**config.mk**
```make
export PLATFORM = sky130hd
export DESIGN_NAME = axis_pkt_wrr_arb
export DESIGN_NICKNAME = d
export VERILOG_FILES = /design/src/rtl/axis_pkt_wrr_arb.sv
export SDC_FILE = /design/constraint.sdc
export NUM_CORES = 1
export LEC_CHECK = 0
export ABC_AREA = 1
export ABC_CLOCK_PERIOD_IN_PS = 2700
export CORE_MARGIN = 2
export CORE_UTILIZATION = 34
export CTS_BUF_LIST = sky130_fd_sc_hd__clkbuf_4 sky130_fd_sc_hd__clkbuf_8
export DETAILED_ROUTE_END_ITERATION = 7
export GPL_TIMING_DRIVEN = 1
export HOLD_SLACK_MARGIN = 0.02
export PLACE_DENSITY = 0.94
export SKIP_CTS_REPAIR_TIMING = 1
export SYNTH_ARGS = -nofsm -noshare
export SYNTH_HDL_FRONTEND = slang
export SYNTH_SLANG_ARGS = --single-unit
```
**constraint.sdc**
```tcl
create_clock -name clk_i -period 2.7 [get_ports clk_i]
set_input_delay 0.27 -clock clk_i [delete_from_list [all_inputs] [get_ports clk_i]]
set_output_delay 0.27 -clock clk_i [all_outputs]
set_load 0.02 [all_outputs]
```
**src/rtl/axis_pkt_wrr_arb.sv**
```systemverilog
`default_nettype none
// +--------------------------------------------------------------------------+
// | axis_pkt_wrr_arb: packet-locked weighted round-robin AXI-Stream merger.  |
// | Revision: 1.0                                                            |
// +--------------------------------------------------------------------------+
module axis_pkt_wrr_arb #(
    parameter int MASTER_NUM   = 4,
    parameter int DATA_WIDTH   = 32,
    parameter int WEIGHT_WIDTH = 4,
    parameter int PTR_WIDTH    = (MASTER_NUM > 1) ? $clog2(MASTER_NUM) : 1
) (
    input  logic                               clk_i,
    input  logic                               rstn_i,
    input  logic [MASTER_NUM*WEIGHT_WIDTH-1:0] weight_i,
    input  logic [MASTER_NUM-1:0]              s_tvalid_i,
    output logic [MASTER_NUM-1:0]              s_tready_o,
    input  logic [MASTER_NUM*DATA_WIDTH-1:0]   s_tdata_i,
    input  logic [MASTER_NUM-1:0]              s_tlast_i,
    output logic                               m_tvalid_o,
    input  logic                               m_tready_i,
    output logic [DATA_WIDTH-1:0]              m_tdata_o,
    output logic                               m_tlast_o,
    output logic [PTR_WIDTH-1:0]               m_tuser_o,
    output logic                               busy_o
);

    typedef enum logic [0:0] {
        ST_IDLE = 1'b0,
        ST_LOCK = 1'b1
    } state_t;

    localparam logic [PTR_WIDTH-1:0] C_LAST_IDX = PTR_WIDTH'(MASTER_NUM - 1);

    state_t                  r_state, w_state_nxt;
    logic [PTR_WIDTH-1:0]    r_gnt, w_gnt_nxt;
    logic [PTR_WIDTH-1:0]    r_ptr, w_ptr_nxt;
    logic [WEIGHT_WIDTH-1:0] r_cnt, w_cnt_nxt;
    logic                    r_hold, w_hold_nxt;

    logic                    w_any;
    logic [PTR_WIDTH-1:0]    w_win;
    logic [PTR_WIDTH-1:0]    w_gnt_inc;
    logic [WEIGHT_WIDTH-1:0] w_weight;
    logic                    w_sel_valid;
    logic                    w_sel_last;

    // First valid requester scanning upward from r_ptr, wrapping at MASTER_NUM.
    always_comb begin : p_scan
        int idx;
        w_any = 1'b0;
        w_win = '0;
        idx   = 0;
        for (int i = 0; i < MASTER_NUM; i++) begin
            idx = int'(r_ptr) + i;
            if (idx >= MASTER_NUM) begin
                idx = idx - MASTER_NUM;
            end
            if (!w_any && s_tvalid_i[PTR_WIDTH'(idx)]) begin
                w_any = 1'b1;
                w_win = PTR_WIDTH'(idx);
            end
        end
    end

    assign w_weight    = weight_i[int'(w_win)*WEIGHT_WIDTH +: WEIGHT_WIDTH];
    assign w_gnt_inc   = (r_gnt == C_LAST_IDX) ? '0 : r_gnt + PTR_WIDTH'(1);
    assign w_sel_valid = s_tvalid_i[r_gnt];
    assign w_sel_last  = s_tlast_i[r_gnt];

    assign m_tdata_o   = s_tdata_i[int'(r_gnt)*DATA_WIDTH +: DATA_WIDTH];
    assign m_tlast_o   = w_sel_last;
    assign m_tuser_o   = r_gnt;
    assign busy_o      = (r_state == ST_LOCK);

    always_comb begin : p_fsm
        w_state_nxt = r_state;
        w_gnt_nxt   = r_gnt;
        w_ptr_nxt   = r_ptr;
        w_cnt_nxt   = r_cnt;
        w_hold_nxt  = r_hold;
        m_tvalid_o  = 1'b0;
        s_tready_o  = '0;
        if (r_state == ST_IDLE) begin
            if (w_any) begin
                w_gnt_nxt   = w_win;
                w_state_nxt = ST_LOCK;
                // A held turn keeps its remaining credit only if that same source wins again.
                if (!(r_hold && (w_win == r_ptr))) begin
                    w_cnt_nxt = (w_weight == '0) ? WEIGHT_WIDTH'(1) : w_weight;
                end
            end
        end else begin
            m_tvalid_o        = w_sel_valid;
            s_tready_o[r_gnt] = m_tready_i;
            if (w_sel_valid && m_tready_i && w_sel_last) begin
                w_state_nxt = ST_IDLE;
                if (r_cnt == WEIGHT_WIDTH'(1)) begin
                    w_ptr_nxt  = w_gnt_inc;
                    w_hold_nxt = 1'b0;
                end else begin
                    w_cnt_nxt  = r_cnt - WEIGHT_WIDTH'(1);
                    w_ptr_nxt  = r_gnt;
                    w_hold_nxt = 1'b1;
                end
            end
        end
    end

    always_ff @(posedge clk_i or negedge rstn_i) begin
        if (!rstn_i) begin
            r_state <= ST_IDLE;
            r_gnt   <= '0;
            r_ptr   <= '0;
            r_cnt   <= '0;
            r_hold  <= 1'b0;
        end else begin
            r_state <= w_state_nxt;
            r_gnt   <= w_gnt_nxt;
            r_ptr   <= w_ptr_nxt;
            r_cnt   <= w_cnt_nxt;
            r_hold  <= w_hold_nxt;
        end
    end

endmodule
`default_nettype wire

```
==> metrics.txt, run 1 <==
Core Box Area=5921 um2; syn avg cell area=5.445 um2; CTS tree=done; total internal power=1.988 mW; GR Util All Layers=27.58%; Die Span Y=82.42 um; num ports=196; # DRC=0; skew final=1.014 ps; TritonCTS Sinks=10; fin crit period=2428 ps; R2R Path End=r_cnt[1]$_DFFE_PN0P_; total net switching power=2.479 mW; share of layout cells above drive strength 1=7.434%; Row Count=28; Clock Latency Late Sink=230 ps; endpoints failing setup=0; Worst-path clk slew=50 ps; register area share after synthesis=11.97%; R2R depth=16; Switching Fraction=55.49%; Synth Net Count=545; drt first-iter violations=162; most area-hungry cell type in the Yosys netlist=o21ai_0; Place WS=333.4 ps; HPWL Detailed=7.776 mm; vias in the first global route=3,176; worst vdd ir=0.6042 mV; status=completed; post-DR vias/cell=5.129; pwr/cell area=1080 nW/um2; layout filler cell count=506; Worst Setup Start Kind=flop; CTS Buf Count=3; largest net degree at the start of global routing=44; Max Root-Sink Buffers=2; library cells used by synthesis=27; drt pass-1 iters=4; setup TNS=0 ps; Mapped Cells=384; final cycle utilization of the critical path=89.92%; Crit Path Max Fanout=33; IO buf count=195; commonest non-fill, non-tap cell in the layout=clkdlybuf4s50_1; Sequential Power Share=7.5%; RSZ-0062 raised after global routing=false; critical path class=flop to output pin; Peak Freq=0.4119 GHz; CP arrival=2160 ps; Reg area=251.5 um2; first-pass GRT wire length=14.55 mm; Synth-to-Final Area Change=97.79%; Max Transition Viols Final=0; Relative slew margins=69.55%; Final Hold Vio Count=0; clock network power share=4.1%; Final nets=727; initial antenna violation count=4; DR vias=3,293; most frequent cells in the layout=clkdlybuf4s50_1 (195), nor2_1 (78), nand2_1 (76), o21ai_0 (74), o22ai_1 (33); Die ar.=6792 um2; Mapped Area=2091 um2; drt wl/cell=15.10 um; max-capacitance violation count=0; grt ovf=0; # H-tree levels=1; worst setup margin=272.3 ps; gpl congestion=0.8555; Die Wd=82.42 um; HP Class=input port to asynchronous set/reset pin; area of the multi-input gates=1617 um2; yosys warns=0; top-area cell type share of the netlist area=17.71%; Worst EP required=2430 ps; R2R Path Start=r_ptr[0]$_DFFE_PN0P_; combinational share of power=88.4%; largest cells by area after synthesis=o21ai_0 (18%), nor2_1 (14%), nand2_1 (14%), dfrtp_1 (12%), o22ai_1 (9.9%); Critical Path End Type=output pin; Initial Util=35.31%; Worst Tran Pin Value=455.3 ps; Routed WL=9.694 mm; antenna viol nets, final=0; Root Driver=clkbuf_8; total leakage power=1.763 nW; flops & latches, synth=10; reg-to-reg slack, setup=360 ps
==> how the worst max path moves through the flow <==
stage                                   from                   end  slack [ps]  depth (start not counted)
floorplan           m_tuser_o[0]$_DFFE_PN0P_         s_tready_o[2]         580                          7
global placement               s_tvalid_i[0]            m_tvalid_o         390                          8
detailed placement             s_tvalid_i[2]  r_cnt[1]$_DFFE_PN0P_         330                         16
CTS                 m_tuser_o[0]$_DFFE_PN0P_         s_tready_o[2]         190                          6
global route        m_tuser_o[0]$_DFFE_PN0P_          m_tdata_o[1]         100                          5
finish              m_tuser_o[0]$_DFFE_PN0P_          m_tdata_o[1]         270                          4
==> cell families (layout without fill, tap and decap cells) <==
family / count (synthesis) / count (layout) / share of synthesized area (%)
simple gates: 197 / 197 / 43.09
compound gates: 115 / 115 / 29.80
buf+inv: 54 / 235 / 10.71
flops: 10 / 10 / 11.97
fa+ha+maj: 6 / 6 / 3.591
xor+xnor: 2 / 2 / 0.8380
other cells: 0 / 2 / 0
==> power groups by stage <==
stage | sequential, mW | combinational (mW) | clock [mW]
global route | 0.350 | 4.32 | 0.193
CTS | 0.331 | 3.95 | 0.187
floorplan | 0.312 | 2.45 | 0
finish | 0.335 | 3.95 | 0.183
global placement | 0.328 | 3.83 | 0
detailed placement | 0.333 | 3.93 | 0
==> synthesized netlist by cell type <==
| cell | number |
|---|---|
| nor2_2 | 1 |
| buf_6 | 2 |
| buf_2 | 2 |
| nand4_2 | 1 |
| nand3_1 | 18 |
| nand2_4 | 6 |
| inv_1 | 24 |
| nor2_1 | 78 |
| buf_4 | 1 |
| nand4_1 | 1 |
| clkbuf_1 | 18 |
| inv_2 | 6 |
| nand3_2 | 7 |
| o21ai_1 | 5 |
| o211ai_1 | 1 |
| buf_1 | 1 |
| dfrtp_1 | 10 |
| a32oi_1 | 1 |
| xnor2_1 | 1 |
| nor2_8 | 1 |
| nand2_2 | 8 |
| xor2_1 | 1 |
| o22ai_1 | 33 |
| o21ai_0 | 74 |
| ha_1 | 6 |
| nand2_1 | 76 |
| a21oi_1 | 1 |
==> critical path, cell delays in order, from the launching register on <==
cell and delay (ps):
dfrtp_2 530, buf_4 370, o21ai_0 160, o22ai_1 210
clkdlybuf4s50_1 640
==> metrics by stage <==
stage          cells  cell area [um2]  power, mW  util (%)  hold WS, ps
4_1_cts          640             4126      4.464     69.70        364.5
6_report         642             4135      4.467     69.84        358.1
5_1_grt          642             4135      4.867     69.84        392.0
2_1_floorplan    384             2091      2.766         -       -25.59
3_5_place_dp     636             4071      4.259     68.77        490.6
3_3_place_gp     636             4071      4.163     68.77        485.6
==> state kept, by name, indices dropped and copies added (netlist names) <==
register / cells
r_ptr: 2
r_cnt: 4
m_tuser_o: 2
busy_o: 1
r_hold: 1
==> layer usage <==
metal | GRT usage (%) | vias to the layer above | part of all wire [%]
met2 | 52.10 | 150 | 50
met3 | 7.609 | 22 | 9.0
met5 | 0 | - | 0.22
met4 | 7.667 | 4 | 2.2
met1 | 29.72 | 1470 | 39
li1 | - | 1647 | -
==> cell type report <==
class	instances	area share, %
antenna	2	0.1210
timing repair buffer	201	48.38
clock buffer	4	1.331
multi-input combinational	320	39.09
tap	75	2.269
sequential	10	6.082
inverter	30	2.723
Note: power is estimated with default switching activity, not from simulation.
==> inputs of run 2 (changes only) <==
PLACE_DENSITY = 0.89   (was 0.94)
==> metrics.txt, run 2 (synthesis results as in run 1) <==
drt pass-1 iters=5 (+1); Row Count=28 (unchanged); combinational share of power=88.2% (-0.2 points); commonest non-fill, non-tap cell in the layout=clkdlybuf4s50_1; Max Transition Viols Final=0 (unchanged); reg-to-reg slack, setup=320 ps (-40 ps); Relative slew margins=70.13% (+0.58 points); Worst EP required=2430 ps (about the same); max reg flops=4 (unchanged); worst hold slack=350.1 ps (-8.026 ps); Worst path max stage delay=650 ps (about the same); Max Root-Sink Buffers=2 (unchanged); largest net degree at the start of global routing=56 (+27%); Routed WL=9.401 mm (-3.0%); clock network power share=4.1% (about the same); slowest CP cell=clkdlybuf4s50_1; status=completed; Critical Path End Type=output pin; RSZ-0062 raised after global routing=false; Initial Util=35.31% (unchanged); R2R Path End=r_cnt[0]$_DFFE_PN0P_; first-pass GRT wire length=14.81 mm (+1.8%); crit path buf inv count=3 (+1); CTS Buf Count=3 (unchanged); drt first-iter violations=128 (-21%); Sequential Power Share=7.6% (about the same); worst vdd ir=0.8498 mV (+41%); R2R depth=17 (+1); Root Driver=clkbuf_8; ant diodes=0 (-2); fin crit period=2486 ps (+58.07 ps); num ports=196 (unchanged); final cycle utilization of the critical path=92.07% (+2.2 points); layout filler cell count=507 (+0.20%); # DRC=0 (unchanged); Synth-to-Final Area Change=98.56%; share of layout cells above drive strength 1=7.434% (unchanged); initial antenna violation count=2 (-2); vias in the first global route=3,303 (+4.0%); DR vias=3,315 (+0.67%); Die ar.=6792 um2 (unchanged); Final nets=727 (unchanged); endpoints failing setup=0 (unchanged); most frequent cells in the layout=clkdlybuf4s50_1 (195), nor2_1 (78), nand2_1 (76), o21ai_0 (74), o22ai_1 (33); Peak Freq=0.4023 GHz (-2.3%); TritonCTS Sinks=10 (unchanged); R2R Path Start=r_ptr[0]$_DFFE_PN0P_; HPWL Detailed=7.536 mm (-3.1%); GR Util All Layers=27.98% (+0.40 points); critical path class=flop to output pin; total power=4.491 mW (+0.55%); Worst Tran Pin Value=446.7 ps (-8.668 ps); Final Hold Vio Count=0 (unchanged); setup TNS=0 ps (unchanged); total net switching power=2.473 mW (-0.21%); max-capacitance violation count=0 (unchanged); Final Util=70.12% (+0.27 points); Die Wd=82.42 um (unchanged); grt ovf=0 (unchanged); Critical Path, Cell by Cell=inv_2, buf_4, o21ai_0, o22ai_1, clkdlybuf4s50_1; Core Box Area=5921 um2 (unchanged); Reg area=251.5 um2 (unchanged); total leakage power=1.770 nW (+0.41%); antenna viol nets, final=0 (unchanged); area of the multi-input gates=1617 um2 (unchanged); register name with the most flops=r_cnt; # H-tree levels=1 (unchanged); drt wl/cell=14.69 um (-2.7%); skew final=2.444 ps (+1.431 ps); Crit Path Max Fanout=20 (-39%); HP Class=input port to asynchronous set/reset pin; Switching Fraction=55.07% (-0.42 points); total internal power=2.018 mW (+1.5%); CP arrival=2220 ps (+60 ps); post-DR vias/cell=5.180 (+0.98%); Worst-path clk slew=50 ps (about the same); Worst Setup Start Kind=flop; pwr/cell area=1082 nW/um2 (+0.15%); IO buf count=195 (unchanged); Die Span Y=82.42 um (unchanged); critical path's top delay family=buffers and inverters; Clock Latency Late Sink=230 ps (about the same); gpl congestion=0.8367 (-2.2%); CTS tree=done
-- run 2: cell types whose count changed in the layout (fill, tap and decap cells not counted), sizes merged --
| cell | delta |
|---|---|
| diode | -2 |
-- run 2: through the flow --
stage | cell area, um2 | std cells | setup WS [ps]
2_1_floorplan | 2091 | 384 | 577.7
3_3_place_gp | 4096 | 636 | 387.5
3_5_place_dp | 4096 | 636 | 298.9
4_1_cts | 4151 | 640 | 212.5
5_1_grt | 4151 | 640 | 32.36
6_report | 4151 | 640 | 214.2
-- run 2: area by class of cell --
type                    count  share of cell area [%]
well taps                  75                   2.260
inverters                  30                   2.712
repair buffers            201                   48.70
multi-input cells         320                   38.94
flip-flops and latches     10                   6.058
clock buffers               4                   1.326
-- run 2: worst reg2reg max path, delay by kind of cell (launching register included) --
kind / cells / cell delay (ps)
buffers and inverters: 1 / 190
and+or+nand+nor: 16 / 1520
DFF: 1 / 580
-- run 2: power groups by stage --
stage                     combinational [mW]  sequential (mW)  clock, mW
after CTS                               3.97            0.342      0.188
after floorplan                         2.45            0.312          0
final                                   3.96            0.343      0.185
after detailed placement                3.95            0.343          0
after global routing                    4.37            0.358      0.201
after global placement                  3.88            0.338          0
-- run 2: worst max-delay path by stage --
stage | start | end | slack [ps] | depth (start not counted)
3_3_place_gp | s_tvalid_i[1] | r_cnt[0]$_DFFE_PN0P_ | 390 | 17
4_1_cts | m_tuser_o[0]$_DFFE_PN0P_ | m_tdata_o[16] | 210 | 5
5_1_grt | m_tuser_o[0]$_DFFE_PN0P_ | m_tdata_o[11] | 30 | 5
3_5_place_dp | s_tvalid_i[3] | r_cnt[0]$_DFFE_PN0P_ | 300 | 17
6_report | m_tuser_o[0]$_DFFE_PN0P_ | m_tdata_o[14] | 210 | 5
2_1_floorplan | m_tuser_o[0]$_DFFE_PN0P_ | s_tready_o[2] | 580 | 7
-- run 2: routing by layer --
layer,track usage (%),wire [um],vias to the layer above
met5,0,21,-
met4,11.00,319,4
li1,-,-,1649
met2,49.52,4499,170
met3,7.826,831,32
met1,31.51,3729,1460
